### src/rtl/m_sipo10_if.sv
// Bit-stream and word handshake bundle for the 10-bit deserialiser.
// The master drives the serial stream and acknowledges words.
// The slave (the deserialiser) returns the word and the status flags.
interface m_sipo10_if;
    logic       SHIFT_EN;
    logic       SIN;
    logic       FRAME;
    logic       QACK;
    logic [9:0] Q;
    logic       QVALID;
    logic       ALLONES;
    logic       OVERRUN;
    logic       FRAMEERR;

    modport master (
        output SHIFT_EN, SIN, FRAME, QACK,
        input  Q, QVALID, ALLONES, OVERRUN, FRAMEERR
    );

    modport slave (
        input  SHIFT_EN, SIN, FRAME, QACK,
        output Q, QVALID, ALLONES, OVERRUN, FRAMEERR
    );
endinterface

### src/rtl/m_sipo10.sv
// Serial-in, parallel-out 10-bit word deserialiser.
// Words are framed by FRAME on their first (MSB) bit and then run back-to-back.
// Each completed word goes to a held register with a valid/ack handshake and a
// registered all-ones flag. All outputs are registered.
module m_sipo10 (
    input logic       MasterClock,
    input logic       Reset,
    m_sipo10_if.slave bus
);

    logic [9:0] sr_q;
    logic [3:0] cnt_q;
    logic       sync_q;
    logic       frameerr_q;

    logic [9:0] q_q;
    logic       qvalid_q;
    logic       allones_q;
    logic       overrun_q;

    logic [9:0] word;
    logic       complete;
    logic       accept;

    // Completed word is the 9 held bits plus the bit being sampled now.
    // FRAME on the 10th bit restarts framing, so that edge is not a completion.
    always_comb begin
        word     = {sr_q[8:0], bus.SIN};
        complete = bus.SHIFT_EN && !bus.FRAME && sync_q && (cnt_q == 4'd9);
        accept   = complete && (!qvalid_q || bus.QACK);
    end

    // Shift register, bit counter, sync flag and the frame-error pulse.
    always_ff @(posedge MasterClock) begin
        if (Reset) begin
            sr_q       <= '0;
            cnt_q      <= '0;
            sync_q     <= 1'b0;
            frameerr_q <= 1'b0;
        end else begin
            frameerr_q <= 1'b0;
            if (bus.SHIFT_EN) begin
                if (bus.FRAME) begin
                    // Word start; a partial word in progress is an error and is dropped.
                    frameerr_q <= sync_q && (cnt_q != 4'd0);
                    sr_q       <= {9'd0, bus.SIN};
                    cnt_q      <= 4'd1;
                    sync_q     <= 1'b1;
                end else if (sync_q) begin
                    sr_q  <= word;
                    cnt_q <= (cnt_q == 4'd9) ? 4'd0 : cnt_q + 4'd1;
                end
            end
        end
    end

    // Output word register, handshake and sticky overrun.
    always_ff @(posedge MasterClock) begin
        if (Reset) begin
            q_q       <= '0;
            qvalid_q  <= 1'b0;
            allones_q <= 1'b0;
            overrun_q <= 1'b0;
        end else begin
            if (accept) begin
                q_q       <= word;
                allones_q <= &word;
                qvalid_q  <= 1'b1;
            end else if (complete) begin
                // Unacknowledged word still held: drop the new one.
                overrun_q <= 1'b1;
            end else if (qvalid_q && bus.QACK) begin
                qvalid_q <= 1'b0;
            end
        end
    end

    assign bus.Q        = q_q;
    assign bus.QVALID   = qvalid_q;
    assign bus.ALLONES  = allones_q;
    assign bus.OVERRUN  = overrun_q;
    assign bus.FRAMEERR = frameerr_q;

endmodule

### src/flat_wrapper.sv
// flat-port wrapper written by rule: the top's interface ports become plain ports
module m_sipo10_flat 
  (MasterClock, Reset, bus_SHIFT_EN, bus_SIN, bus_FRAME, bus_QACK, bus_Q, bus_QVALID, bus_ALLONES, bus_OVERRUN, bus_FRAMEERR);
  m_sipo10_if bus_i ();
  input logic MasterClock;
  input logic Reset;
  input wire logic [$bits(bus_i.SHIFT_EN)-1:0] bus_SHIFT_EN;
  input wire logic [$bits(bus_i.SIN)-1:0] bus_SIN;
  input wire logic [$bits(bus_i.FRAME)-1:0] bus_FRAME;
  input wire logic [$bits(bus_i.QACK)-1:0] bus_QACK;
  output wire logic [$bits(bus_i.Q)-1:0] bus_Q;
  output wire logic [$bits(bus_i.QVALID)-1:0] bus_QVALID;
  output wire logic [$bits(bus_i.ALLONES)-1:0] bus_ALLONES;
  output wire logic [$bits(bus_i.OVERRUN)-1:0] bus_OVERRUN;
  output wire logic [$bits(bus_i.FRAMEERR)-1:0] bus_FRAMEERR;
  assign bus_i.SHIFT_EN = bus_SHIFT_EN;
  assign bus_i.SIN = bus_SIN;
  assign bus_i.FRAME = bus_FRAME;
  assign bus_i.QACK = bus_QACK;
  assign bus_Q = bus_i.Q;
  assign bus_QVALID = bus_i.QVALID;
  assign bus_ALLONES = bus_i.ALLONES;
  assign bus_OVERRUN = bus_i.OVERRUN;
  assign bus_FRAMEERR = bus_i.FRAMEERR;
  m_sipo10 u_core (.MasterClock(MasterClock), .Reset(Reset), .bus(bus_i));
endmodule
### config.mk
export PLATFORM = sky130hd
export DESIGN_NAME = m_sipo10_flat
export DESIGN_NICKNAME = d
export VERILOG_FILES = /design/src/rtl/m_sipo10_if.sv /design/src/rtl/m_sipo10.sv /design/src/flat_wrapper.sv
export SDC_FILE = /design/constraint.sdc
export NUM_CORES = 1
export LEC_CHECK = 0
export CORE_ASPECT_RATIO = 1.25
export CORE_UTILIZATION = 54
export CTS_BUF_LIST = sky130_fd_sc_hd__clkbuf_4 sky130_fd_sc_hd__clkbuf_8
export CTS_CLUSTER_DIAMETER = 200
export DETAILED_ROUTE_END_ITERATION = 16
export GPL_TIMING_DRIVEN = 0
export PLACE_DENSITY = 0.81
export SLEW_MARGIN = 25
export SYNTH_ARGS = -nofsm -noshare
export SYNTH_HDL_FRONTEND = slang
export SYNTH_SLANG_ARGS = --single-unit
### constraint.sdc
create_clock -name MasterClock -period 1.7 [get_ports MasterClock]
set_clock_uncertainty 0.1 [all_clocks]
set_input_delay 0.34 -clock MasterClock [delete_from_list [all_inputs] [get_ports MasterClock]]
set_output_delay 0.34 -clock MasterClock [all_outputs]
set_load 0.03 [all_outputs]
Yosys cells after proc, flatten, opt, wreduce, memory -nomap -nowiden
Cells that the tools add are included.
{ "word_totals": {"ff_bits": 28, "output_inout_bits": 14} }
{ "classes": {"add_sub_neg": 1, "n_eq_ne": 2, "n_mux": 8, "n_bitwise": 3, "n_reduce_logical": 18} }
{ "ops": {"columns": ["operator", "count"], "rows": [
  ["two-way mux 9 bit", 2],
  ["two-way mux 4 bit", 3],
  ["AND reduction 10 bit", 1],
  ["AND reduction 2 bit", 4],
  ["logical AND 1 bit", 6],
  ["adder 4 x 1 -> 4 bit (second input constant)", 1],
  ["== test 4 bit (second input constant)", 1],
  ["nonzero test 2 bit", 2],
  ["nonzero test 4 bit", 1],
  ["two-way mux 1 bit", 3],
  ["NOT 1 bit", 3],
  ["OR reduction 3 bit", 1],
  ["logical NOT 1 bit", 2],
  ["!= test 2 bit (second input constant)", 1],
  ["logical OR 1 bit", 1]
]} }

Longest topological paths before layout
Gate-level depths: netlist (run 1).
{ "logic_depth": {"depth_word": 7, "ltp_mapped": 6, "mapped_depth_nobuf": 5} }

Worst setup path before layout (run 1)
No wires, ideal clock.
{ "synth_path": {"path_kind": "flip-flop to flip-flop", "from": "register u_core.cnt_q[1]", "to": "register u_core.allones_q, in the netlist u_core.bus.ALLONES", "setup_ns": 0.123, "arrival_ns": 1.217, "required_time_ns": 1.477, "path_slack_ns": 0.260, "stages_incl_launch_ff": 6, "n_path_buf": 0, "period_less_slack_ns": 1.440, "cell_sequence": "dfxtp_1 -> inv_1 -> ha_1 -> and3b_1 -> and3_4 -> mux2_1"} }
{ "synth_via": {"elab_chain_cells": 3} }
{ "synth_rtl": {"columns": ["item", "line_no", "text"], "rows": [
  ["from (decl)", "m_sipo10.sv:12", "logic [3:0] cnt_q;"],
  ["from (signal assigned)", "m_sipo10.sv:51", "cnt_q <= (cnt_q == 4'd9) ? 4'd0 : cnt_q + 4'd1;"],
  ["== test 4 bit", "m_sipo10.sv:29", "complete = bus.SHIFT_EN && !bus.FRAME && sync_q && (cnt_q == 4'd9);"],
  ["logical AND 1 bit", "m_sipo10.sv:29", null],
  ["logical AND 1 bit", "m_sipo10.sv:30", "accept = complete && (!qvalid_q || bus.QACK);"],
  ["to (signal assigned)", "m_sipo10.sv:67", "allones_q <= &word;"],
  ["to (decl)", "m_sipo10.sv:18", "logic allones_q;"]
]} }
Every way passes these cells.
A chain may end at the register's enable or synchronous reset.

Final worst setup path (run 1)
{ "layout_path": {"from": "input port Reset", "to": "register u_core.sr_q[6]"} }
{ "layout_lines": {"columns": ["item", "line_no", "text"], "rows": [
  ["from (decl)", "flat_wrapper.sv:6", "input logic Reset;"],
  ["to (signal assigned)", "m_sipo10.sv:46", "sr_q <= {9'd0, bus.SIN};"],
  ["to (signal assigned)", "m_sipo10.sv:50", "sr_q <= word;"],
  ["to (decl)", "m_sipo10.sv:11", "logic [9:0] sr_q;"]
]} }
No word-level cell between the ends.

==> results of run 1 <==
==> path summary, 6_finish.rpt <==
path	startpoint	to	cells after the start
max reg2reg	u_core.cnt_q[1]	u_core.bus.Q[6]	6
min	u_core.bus.Q[4]	u_core.bus.Q[4]	2
max	Reset	u_core.sr_q[6]	5
min reg2reg	u_core.bus.Q[4]	u_core.bus.Q[4]	2
==> state kept, by name, indices dropped and copies added (netlist names) <==
name / cells
u_core.bus.ALLONES: 1
u_core.bus.QVALID: 1
u_core.bus.Q: 10
u_core.cnt_q: 4
u_core.sync_q: 1
u_core.bus.FRAMEERR: 1
u_core.bus.OVERRUN: 1
u_core.sr_q: 9
==> logic make-up after synthesis <==
family | after synthesis | synth area share (%)
buf+inv | 11 | 5.01
fa+ha+maj | 3 | 3.13
flops | 28 | 46.8
simple gates | 50 | 23.7
mux | 12 | 10.1
compound gates | 19 | 11.3
==> area by class of cell <==
cell class | count | area share [%]
Timing Repair Buffer | 19 | 12.2
Sequential cell | 28 | 39.5
Multi-Input combinational cell | 84 | 40.7
Clock buffer | 3 | 1.59
Tap cell | 20 | 1.76
Buffer | 8 | 3.52
Inverter | 3 | 0.793
==> cell usage in the layout, fill, tap and decap left out, types with 2 or more instances in the layout <==
cell type	n
nor2_1	13
clkbuf_4	3
nand4_1	2
a21oi_1	3
a31oi_1	2
dlygate4sd2_1	14
buf_6	2
dfxtp_1	28
inv_1	3
mux2i_1	11
and3b_1	2
nand3_1	2
buf_2	3
clkdlybuf4s50_1	5
ha_1	3
clkbuf_1	2
nand2b_1	21
nand2_1	4
a22oi_1	8
==> per-stage QoR <==
step / cell area (um^2) / power [W] / TNS (ns)
after floorplan: 1200 / 0.000721 / 0
after global placement: 1410 / 0.000746 / -6.82
after detailed placement: 1410 / 0.000749 / -7.24
after CTS: 1420 / 0.00101 / 0
after global routing: 1420 / 0.00104 / 0
final: 1420 / 0.00101 / 0
==> report_power, final <==
group	leakage, nW	switching [W]	total, W	internal [W]
clock network	0.0138	0.000193	0.000277	0.0000834
logic	0.329	0.0000349	0.0000676	0.0000327
registers	0.226	0.00000584	0.000668	0.000662
==> tightest hold or removal path: cells and delay by family (launching register included) <==
kind             cells  cell delay (ns)
DFF                  1             0.33
and+or+nand+nor      1             0.06
muxes                1             0.05
==> repair_timing <==
item                                    CTS  global route
endpoints found under the setup margin   24             1
buffers inserted                          0             0
gates resized for setup                  15             1
pin swaps                                 0             0
hold buffers                              0             0
==> metal layers <==
| metal | vias to the layer above | track usage, % |
|---|---|---|
| met5 | - | 0 |
| met4 | 0 | 9.09 |
| met3 | 5 | 1.98 |
| met2 | 18 | 36.5 |
| met1 | 443 | 26.3 |
| li1 | 475 | - |
==> summary.md, run 1 <==
| Metric | Value |
|---|---|
| Gr ovfl total | `0` |
| Core outline area | `roughly 2000 um^2` |
| Final Util | `a little over two thirds` |
| Synth area leader | `dfxtp_1` |
| Vias per std cell | `around 5.7` |
| Crit path cell chain | `clkdlybuf4s50_1, clkbuf_1, clkbuf_2, buf_2, nor2_1` |
| Num CTS Buffers | `3` |
| Io pins | `20` |
| Largest net degree at the start of global routing | `15` |
| Rel. slew slack | `77.6%` |
| Worst-Margin Slew | `0.333 ns` |
| Reg clk slew, reported paths | `~0.14 ns` |
| Area of the multi-input gates | `approximately 580 um^2` |
| Most common cell in the netlist | `dfxtp_1` |
| Worst slack at placement | `-0.389 ns` |
| P_leak | `~0.57 nW` |
| Most frequent cells after synthesis | `dfxtp_1 (28), nand2b_1 (21), nor2_1 (13), mux2i_1 (11), a22oi_1 (8)` |
| Clock Latency Late Sink | `approximately 0.33 ns` |
| Power Dens Cells | `713 nW/um^2` |
| Crit path launch type | `input pin` |
| Worst Hold Class | `reg2reg` |
| Max incr delay on CP | `0.47 ns` |
| Status | `finished, final reports clean` |
| Period utilisation layout | `between 90% and 100%` |
| Synthesized net count | `132` |
| Die span in y | `54.7 um` |
| Min cycle time layout | `1.59 ns` |
| Achievable Freq | `roughly 630 MHz` |
| Max Cap Viol | `0` |
| CP endpoint kind | `flip-flop` |
| Unique masters post-synth | `29` |
| Vias in the first global route | `~850` |
| H-Tree Depth | `1` |
| DR top layer | `met4` |
| Final hold vios | `0` |
| Dpl hpwl | `~1600 um` |
| Setup ws final | `~0.11 ns` |
| Initial antenna violation count | `0` |
| WP data arrival | `1.73 ns` |
| RSZ-0062 raised after global routing | `no` |
| DR iter-0 viols | `30` |
| Synth Warn # | `0` |
| Top post-synthesis cells by area | `dfxtp_1 (47%), nand2b_1 (11%), mux2i_1 (9.2%), a22oi_1 (5.0%), nor2_1 (4.1%)` |
| Via count | `around 940` |
| Buf/Inv on CP | `4` |
| Gpl congestion | `0.783` |
| Register area share after synthesis | `a little under half` |
| CP delay by family, top | `buffers and inverters` |
| EDFF count, synth | `0` |
| Ant. Diodes | `0` |
| Worst hold slack | `approximately 0.38 ns` |
| Fin. max-slew vios | `0` |
| Cell row count | `18` |
| Routed length on met1 | `approximately 1000 um` |
| Layout cell share with drive strength beyond 1 | `between 6 and 7%` |
| Routed Antenna Nets | `0` |
| Critical-path cell with the highest stage delay | `clkdlybuf4s50_1` |
| Met2 routed WL | `1120 um` |
| First-pass DRT Iterations | `6` |
| Final setup fails | `0` |
| R2R Setup Slk | `0.13 ns` |
| FILL cells | `roughly 170` |
| Die width | `between 40 and 50 um` |
| GRT Total Usage | `21.0%` |
| Nets | `around 160` |
| Full die area | `approximately 2400 um^2` |
| Syn Inst Count | `between 100 and 150` |
| Post-Place Cells | `162` |
| Worst EP required | `roughly 1.8 ns` |
| Worst-path fanout max | `10` |
| VDD IR max | `around 630 uV` |
| Root Driver | `clkbuf_4` |
| Syn Area/Cell | `between 9 and 10 um^2` |
| Primary FF master, synth | `dfxtp_1` |
| WL final | `2240 um` |
| Cell Area, Synth | `between 1000 and 1500 um^2` |
| Drt drc | `0` |
| Async SR Flop Fraction | `0%` |
| Finished Layout Cells | `165` |
| Share of the synthesized area in the top cell type | `a little under half` |
| Met3 wire len | `53 um` |
| Maximum root-to-sink buffer count | `2` |
| First-pass GRT wire length | `around 3700 um` |
| Initial Util | `between 50% and 60%` |
| Routed length per instance | `13.6 um` |
| Clock sinks | `28` |
| Synthesized flop and latch total | `28` |
| Storage element area | `561 um^2` |
| Port-buffer cells | `19` |
| Area Growth Syn to Fin | `18.5%` |
| Kind of critical path | `in2reg` |
| CTS tree | `done` |
No activity file was read; power rests on OpenSTA's default activity.
==> run 2: changes to the inputs <==
--- a/config.mk
+++ b/config.mk
@@ -5,13 +5,15 @@
 export SDC_FILE = /design/constraint.sdc
 export NUM_CORES = 1
 export LEC_CHECK = 0
+export ABC_CLOCK_PERIOD_IN_PS = 2000
 export CORE_ASPECT_RATIO = 1.25
-export CORE_UTILIZATION = 54
+export CORE_UTILIZATION = 58
 export CTS_BUF_LIST = sky130_fd_sc_hd__clkbuf_4 sky130_fd_sc_hd__clkbuf_8
 export CTS_CLUSTER_DIAMETER = 200
 export DETAILED_ROUTE_END_ITERATION = 16
 export GPL_TIMING_DRIVEN = 0
-export PLACE_DENSITY = 0.81
+export HOLD_SLACK_MARGIN = 0.06
+export PLACE_DENSITY = 0.86
 export SLEW_MARGIN = 25
 export SYNTH_ARGS = -nofsm -noshare
 export SYNTH_HDL_FRONTEND = slang
==> constraint.sdc (replaced) <==
create_clock -name MasterClock -period 2 [get_ports MasterClock]
set_clock_uncertainty 0.1 [all_clocks]
set_input_delay 0.4 -clock MasterClock [delete_from_list [all_inputs] [get_ports MasterClock]]
set_output_delay 0.4 -clock MasterClock [all_outputs]
set_load 0.03 [all_outputs]
==> run 2 against run 1 <==
Via count up 1.6%. Sequential power down 15%. Die area down 6.6%. Final cell count unchanged. Combinational power down 16%. Non-clock buffer count unchanged. Critical path type is now reg2out. Largest cell class unchanged.
==> summary.md, run 2 (synthesis gave the netlist of run 1 again) <==
| Metric | Value |
|---|---|
| Io pins | `20 (unchanged)` |
| Rel. slew slack | `68.2% (was 77.6%)` |
| First-pass GRT wire length | `3830 um (was 3730 um)` |
| Gr ovfl total | `0 (unchanged)` |
| Final hold vios | `0 (unchanged)` |
| Clock sinks | `28 (unchanged)` |
| Kind of critical path | `reg2out (was in2reg)` |
| RSZ-0062 raised after global routing | `no (unchanged)` |
| P_leak | `0.498 nW (was 0.569 nW)` |
| WL final | `2310 um (was 2240 um)` |
| Area Growth Syn to Fin | `19.8% (was 18.5%)` |
| Port-buffer cells | `19 (unchanged)` |
| Reg clk slew, reported paths | `0.14 ns (about the same)` |
| Setup ws final | `0.131 ns (was 0.105 ns)` |
| CP endpoint kind | `output pin (was flip-flop)` |
| Achievable Freq | `around 540 MHz` |
| Power Dens Cells | `589 nW/um^2 (was 713 nW/um^2)` |
| CP delay by family, top | `buffers and inverters (unchanged)` |
| M1 GR Usage | `26.4% (was 26.3%)` |
| Final Util | `73.3% (was 70.1%)` |
| Ant. Diodes | `0 (unchanged)` |
| Final Instance Area | `1440 um^2 (was 1420 um^2)` |
| Cts repair resizes | `0 (was 15)` |
| Die span in y | `52.8 um (was 54.7 um)` |
| Root Driver | `clkbuf_4 (unchanged)` |
| GRT Total Usage | `22.0% (was 21.0%)` |
| Worst Hold Class | `reg2reg (unchanged)` |
| Worst-Margin Slew | `0.473 ns (was 0.333 ns)` |
| Drt drc | `0 (unchanged)` |
| Number of flip-flops in the largest register | `10 (unchanged)` |
| VDD IR max | `498 uV (was 634 uV)` |
| Dpl hpwl | `1730 um (was 1630 um)` |
| Nets | `156 (unchanged)` |
| Met2 Use GR | `40.4% (was 36.5%)` |
| Commonest non-fill, non-tap cell in the layout | `dfxtp_1 (unchanged)` |
| Hold_buf cts | `0 (unchanged)` |
| First-pass DRT Iterations | `4 (was 6)` |
| Vias in the first global route | `896 (was 848)` |
| Worst-path fanout max | `3 (was 10)` |
| Initial antenna violation count | `0 (unchanged)` |
| Routed length per instance | `14.0 um (was 13.6 um)` |
| Final setup fails | `0 (unchanged)` |
| Worst EP required | `1.50 ns (was 1.84 ns)` |
| Max Cap Viol | `0 (unchanged)` |
| WP data arrival | `1.37 ns (was 1.73 ns)` |
| Met3 Use GR | `2.07% (was 1.98%)` |
| DR iter-0 viols | `23 (was 30)` |
| Status | `finished, final reports clean (unchanged)` |
| Num CTS Buffers | `3 (unchanged)` |
| Crit path launch type | `flip-flop (was input pin)` |
| Routed Antenna Nets | `0 (unchanged)` |
| H-Tree Depth | `1 (unchanged)` |
| Layout cell share with drive strength beyond 1 | `6.21% (was 6.90%)` |
| Placed Area | `1410 um^2 (unchanged)` |
| Min cycle time layout | `1.87 ns` |
| Critical-path cell with the highest stage delay | `clkdlybuf4s50_1 (unchanged)` |
| Period utilisation layout | `between 90% and 100%` |
| Maximum root-to-sink buffer count | `2 (unchanged)` |
| Gpl congestion | `0.744 (was 0.783)` |
| Cell row count | `18 (unchanged)` |
| Worst slack at placement | `-0.145 ns (was -0.389 ns)` |
| Gr busiest metal | `met2 (unchanged)` |
| Die width | `42.7 um (was 44.1 um)` |
| Full die area | `2250 um^2 (was 2410 um^2)` |
| Commonest cells after routing, fill and taps aside | `dfxtp_1 (28), nand2b_1 (21), clkdlybuf4s50_1 (19), nor2_1 (13), mux2i_1 (11) (was dfxtp_1 (28), nand2b_1 (21), dlygate4sd2_1 (14), nor2_1 (13), mux2i_1 (11))` |
| Fin. max-slew vios | `0 (unchanged)` |
| # Post-CTS Setup Buffers | `0 (unchanged)` |
| Clock Latency Late Sink | `0.31 ns (was 0.33 ns)` |
| Largest net degree at the start of global routing | `15 (unchanged)` |
| Vias per std cell | `5.79 (was 5.70)` |
| Core outline area | `1960 um^2 (was 2030 um^2)` |
| Max incr delay on CP | `0.68 ns (was 0.47 ns)` |
| CTS tree | `done (unchanged)` |
| Buf/Inv on CP | `1 (was 4)` |
| Initial Util | `61.2% (was 59.1%)` |
| Via count | `956 (was 941)` |
| Crit path cell chain | `clkdlybuf4s50_1 (was clkdlybuf4s50_1, clkbuf_1, clkbuf_2, buf_2, nor2_1)` |
[run 2: power breakdown]
group / switching (W) / internal (W)
logic: 0.0000296 / 0.0000271
registers: 0.00000504 / 0.000562
clock network: 0.000151 / 0.0000705
total: 0.000186 / 0.000660
[run 2: through the flow]
| step | power (W) | cells | hold WS, ns | TNS (ns) |
|---|---|---|---|---|
| 2_1_floorplan | 0.000613 | 123 | 0.365 | 0 |
| 3_3_place_gp | 0.000633 | 162 | 0.354 | -0.757 |
| 3_5_place_dp | 0.000636 | 162 | 0.360 | -1.39 |
| 4_1_cts | 0.000855 | 165 | 0.385 | 0 |
| 5_1_grt | 0.000873 | 165 | 0.410 | 0 |
| 6_report | 0.000846 | 165 | 0.380 | 0 |
[run 2: worst paths after layout]
path | start | to | slack [ns] | cells past startpoint
worst min register to register | u_core.bus.Q[2] | u_core.bus.Q[2] | 0.38 | 2
worst max-delay path | u_core.bus.QVALID | bus_QVALID | 0.13 | 1
worst min-delay path | u_core.bus.Q[2] | u_core.bus.Q[2] | 0.38 | 2
worst max register to register | u_core.cnt_q[0] | u_core.bus.Q[4] | 0.46 | 5
[run 2: layout make-up]
cell class                      instances  area, um^2
Multi-Input combinational cell         84         578
Clock buffer                            3        22.5
Fill cell                             151         523
Buffer                                  8        48.8
Sequential cell                        28         561
Timing Repair Buffer                   19         190
Tap cell                               20        25.0
Inverter                                3        11.3
[run 2: per-layer routing]
metal	up-vias	part of all wire, %	wire [um]
li1	474	-	-
met1	454	44	1030
met2	26	51	1190
met3	2	3.5	80
met4	0	0.56	13
met5	-	0	0
[run 2: tightest hold or removal path, delay by kind of cell, from the launching register on]
family           cells  cell delay, ns
flip-flops           1            0.34
AND/OR/NAND/NOR      1            0.06
multiplexers         1            0.05
==> run 3: changes to the inputs <==
--- a/config.mk
+++ b/config.mk
@@ -5,15 +5,15 @@
 export SDC_FILE = /design/constraint.sdc
 export NUM_CORES = 1
 export LEC_CHECK = 0
-export ABC_CLOCK_PERIOD_IN_PS = 2000
+export ABC_CLOCK_PERIOD_IN_PS = 1680
 export CORE_ASPECT_RATIO = 1.25
-export CORE_UTILIZATION = 58
+export CORE_UTILIZATION = 49
 export CTS_BUF_LIST = sky130_fd_sc_hd__clkbuf_4 sky130_fd_sc_hd__clkbuf_8
 export CTS_CLUSTER_DIAMETER = 200
 export DETAILED_ROUTE_END_ITERATION = 16
 export GPL_TIMING_DRIVEN = 0
 export HOLD_SLACK_MARGIN = 0.06
-export PLACE_DENSITY = 0.86
+export PLACE_DENSITY = 0.77
 export SLEW_MARGIN = 25
 export SYNTH_ARGS = -nofsm -noshare
 export SYNTH_HDL_FRONTEND = slang
==> constraint.sdc (replaced) <==
create_clock -name MasterClock -period 1.68 [get_ports MasterClock]
set_clock_uncertainty 0.1 [all_clocks]
set_input_delay 0.336 -clock MasterClock [delete_from_list [all_inputs] [get_ports MasterClock]]
set_output_delay 0.336 -clock MasterClock [all_outputs]
set_load 0.03 [all_outputs]
==> run 3 against run 2 <==
Flip-flop and latch count unchanged. Sequential power grew 19%. Non-clock buffer count unchanged. Critical path depth grew 4. Worst setup slack worse by 0.034 ns.
==> summary.md, run 3 (synthesis gave the netlist of run 1 again) <==
| Metric | Value |
|---|---|
| Status | `finished, final reports clean (unchanged)` |
| Commonest non-fill, non-tap cell in the layout | `dfxtp_1 (unchanged)` |
| WP data arrival | `1.70 ns (was 1.37 ns)` |
| CP delay by family, top | `buffers and inverters (unchanged)` |
| Clock network power share | `29.7% (was 26.2%)` |
| Maximum root-to-sink buffer count | `2 (unchanged)` |
| VDD IR max | `489 uV (was 498 uV)` |
| Clock Latency Late Sink | `0.31 ns (about the same)` |
| Die width | `46.2 um (was 42.7 um)` |
| Comb power frac | `6.4% (was 6.7%)` |
| Final setup fails | `0 (unchanged)` |
| Max incr delay on CP | `0.46 ns (was 0.68 ns)` |
| Design Power | `0.00106 W (was 0.000846 W)` |
| Fin. max-slew vios | `0 (unchanged)` |
| Routed length per instance | `12.7 um (was 14.0 um)` |
| Crit path launch type | `input pin (was flip-flop)` |
| Io pins | `20 (unchanged)` |
| Reg clk slew, reported paths | `0.13 ns (was 0.14 ns)` |
| Setup ws final | `0.0969 ns (was 0.131 ns)` |
| Cts repair resizes | `15 (was 0)` |
| # Post-CTS Setup Buffers | `0 (unchanged)` |
| Achievable Freq | `632 MHz` |
| Ant. Diodes | `0 (unchanged)` |
| H-Tree Depth | `1 (unchanged)` |
| First-pass DRT Iterations | `4 (unchanged)` |
| Worst slack at placement | `-0.417 ns (was -0.145 ns)` |
| RSZ-0062 raised after global routing | `no (unchanged)` |
| WL final | `2250 um (was 2310 um)` |
| Finished Layout Cells | `177 (was 165)` |
| Min cycle time layout | `around 1.6 ns` |
| Cell row count | `19 (was 18)` |
| CP endpoint kind | `flip-flop (was output pin)` |
| Commonest cells after routing, fill and taps aside | `dfxtp_1 (28), nand2b_1 (21), dlygate4sd2_1 (14), nor2_1 (13), mux2i_1 (11) (was dfxtp_1 (28), nand2b_1 (21), clkdlybuf4s50_1 (19), nor2_1 (13), mux2i_1 (11))` |
| Power Dens Cells | `730 nW/um^2 (was 589 nW/um^2)` |
| Clock sinks | `28 (unchanged)` |
| Buf/Inv on CP | `4 (was 1)` |
| Gpl congestion | `0.734 (was 0.744)` |
| Max Cap Viol | `0 (unchanged)` |
| Drt drc | `0 (unchanged)` |
| Period utilisation layout | `between 90% and 100%` |
| Dpl hpwl | `1680 um (was 1730 um)` |
| Vias per std cell | `5.34 (was 5.79)` |
| Net Sw Power | `0.000222 W (was 0.000186 W)` |
| Via count | `945 (was 956)` |
| CTS tree | `done (unchanged)` |
| Worst hold slack | `0.379 ns (was 0.380 ns)` |
| Worst Hold Class | `reg2reg (unchanged)` |
| Crit path cell chain | `clkdlybuf4s50_1, clkbuf_1, clkbuf_2, buf_2, nor2_1 (was clkdlybuf4s50_1)` |
| Nets | `156 (unchanged)` |
| Worst EP required | `1.80 ns (was 1.50 ns)` |
| Worst-path fanout max | `10 (was 3)` |
| Final hold vios | `0 (unchanged)` |
| Port-buffer cells | `19 (unchanged)` |
| Core outline area | `2260 um^2 (was 1960 um^2)` |
| Rel. slew slack | `73.5% (was 68.2%)` |
| Largest net degree at the start of global routing | `16 (was 15)` |
| Switching Share | `21.0% (was 22.0%)` |
| Root Driver | `clkbuf_4 (unchanged)` |
| First-pass GRT wire length | `3730 um (was 3830 um)` |
| FILL cells | `207 (was 151)` |
| DR iter-0 viols | `17 (was 23)` |
| Vias in the first global route | `902 (was 896)` |
| Area Growth Syn to Fin | `20.8% (was 19.8%)` |
| GRT Total Usage | `18.8% (was 22.0%)` |
| Worst setup startpoint | `Reset (was u_core.bus.QVALID)` |
| Full die area | `2650 um^2 (was 2250 um^2)` |
| Critical-path cell with the highest stage delay | `clkdlybuf4s50_1 (unchanged)` |
| Hold_buf cts | `0 (unchanged)` |
| Post-Place Cells | `173 (was 162)` |
| Internal power | `0.000835 W (was 0.000660 W)` |
| Kind of critical path | `in2reg (was reg2out)` |
| Reg-to-reg critical path startpoint | `u_core.cnt_q[1] (was u_core.cnt_q[0])` |
| P_leak | `0.576 nW (was 0.498 nW)` |
| Hold Path Origin | `u_core.bus.Q[2] (unchanged)` |
| Power share of the sequential group | `63.9% (was 67.1%)` |
| Routed Antenna Nets | `0 (unchanged)` |
| Initial Util | `53.1% (was 61.2%)` |
| Layout cell share with drive strength beyond 1 | `7.53% (was 6.21%)` |
| Initial antenna violation count | `0 (unchanged)` |
| Worst-Margin Slew | `0.394 ns (was 0.473 ns)` |
| Num CTS Buffers | `3 (unchanged)` |
| Gr ovfl total | `0 (unchanged)` |
| Number of flip-flops in the largest register | `10 (unchanged)` |
| Die span in y | `57.3 um (was 52.8 um)` |
==> run 3: cell count changes in the layout (fill, tap and decap cells not counted), sizes merged <==
cell / before / now
clkbuf: 6 / 7
dlygate4sd2: 0 / 14
clkdlybuf4s50: 19 / 5
==> run 3: worst paths after layout <==
kind | to | slack (ns) | depth (start not counted)
max | u_core.sr_q[2] | 0.1 | 5
min reg2reg | u_core.bus.Q[2] | 0.38 | 2
max reg2reg | u_core.bus.Q[4] | 0.13 | 6
min | u_core.bus.Q[2] | 0.38 | 2
==> run 3: routing by layer <==
| metal | share of wire [%] | global-route usage (%) | routed length, um |
|---|---|---|---|
| met4 | 0.71 | 5.46 | 16 |
| met2 | 53 | 34.4 | 1200 |
| met1 | 43 | 21.4 | 970 |
| met5 | 0 | 0 | 0 |
| met3 | 2.8 | 2.85 | 64 |
==> run 3: metrics by stage <==
step | area, um^2 | TNS (ns) | utilization, %
after floorplan | 1200 | 0 | -
after global placement | 1430 | -6.52 | 63.2
after detailed placement | 1430 | -7.84 | 63.2
after CTS | 1450 | 0 | 64.1
after global routing | 1450 | 0 | 64.1
final | 1450 | 0 | 64.1
==> run 3: area by class of cell <==
cell class                      count  area (um^2)  share of cell area (%)
Multi-Input combinational cell     84          578                    39.9
Sequential cell                    28          561                    38.7
Timing Repair Buffer               19          173                    11.9
Buffer                              8         50.0                    3.46
Tap cell                           31         38.8                    2.68
Clock buffer                        4         36.3                    2.51
Inverter                            3         11.3                   0.778
==> run 3: tightest hold or removal path: stages (launching register included) <==
cell      delay [ns]
dfxtp_1         0.33
nand2b_1        0.06
mux2i_1         0.06
==> run 3: power groups by stage <==
stage	Combinational (W)	Clock [W]	Sequential, W
after detailed placement	0.0000674	0	0.000690
after CTS	0.0000677	0.000330	0.000675
after global routing	0.0000733	0.000363	0.000677
after global placement	0.0000646	0	0.000690
after floorplan	0.0000412	0	0.000689
final	0.0000673	0.000314	0.000675
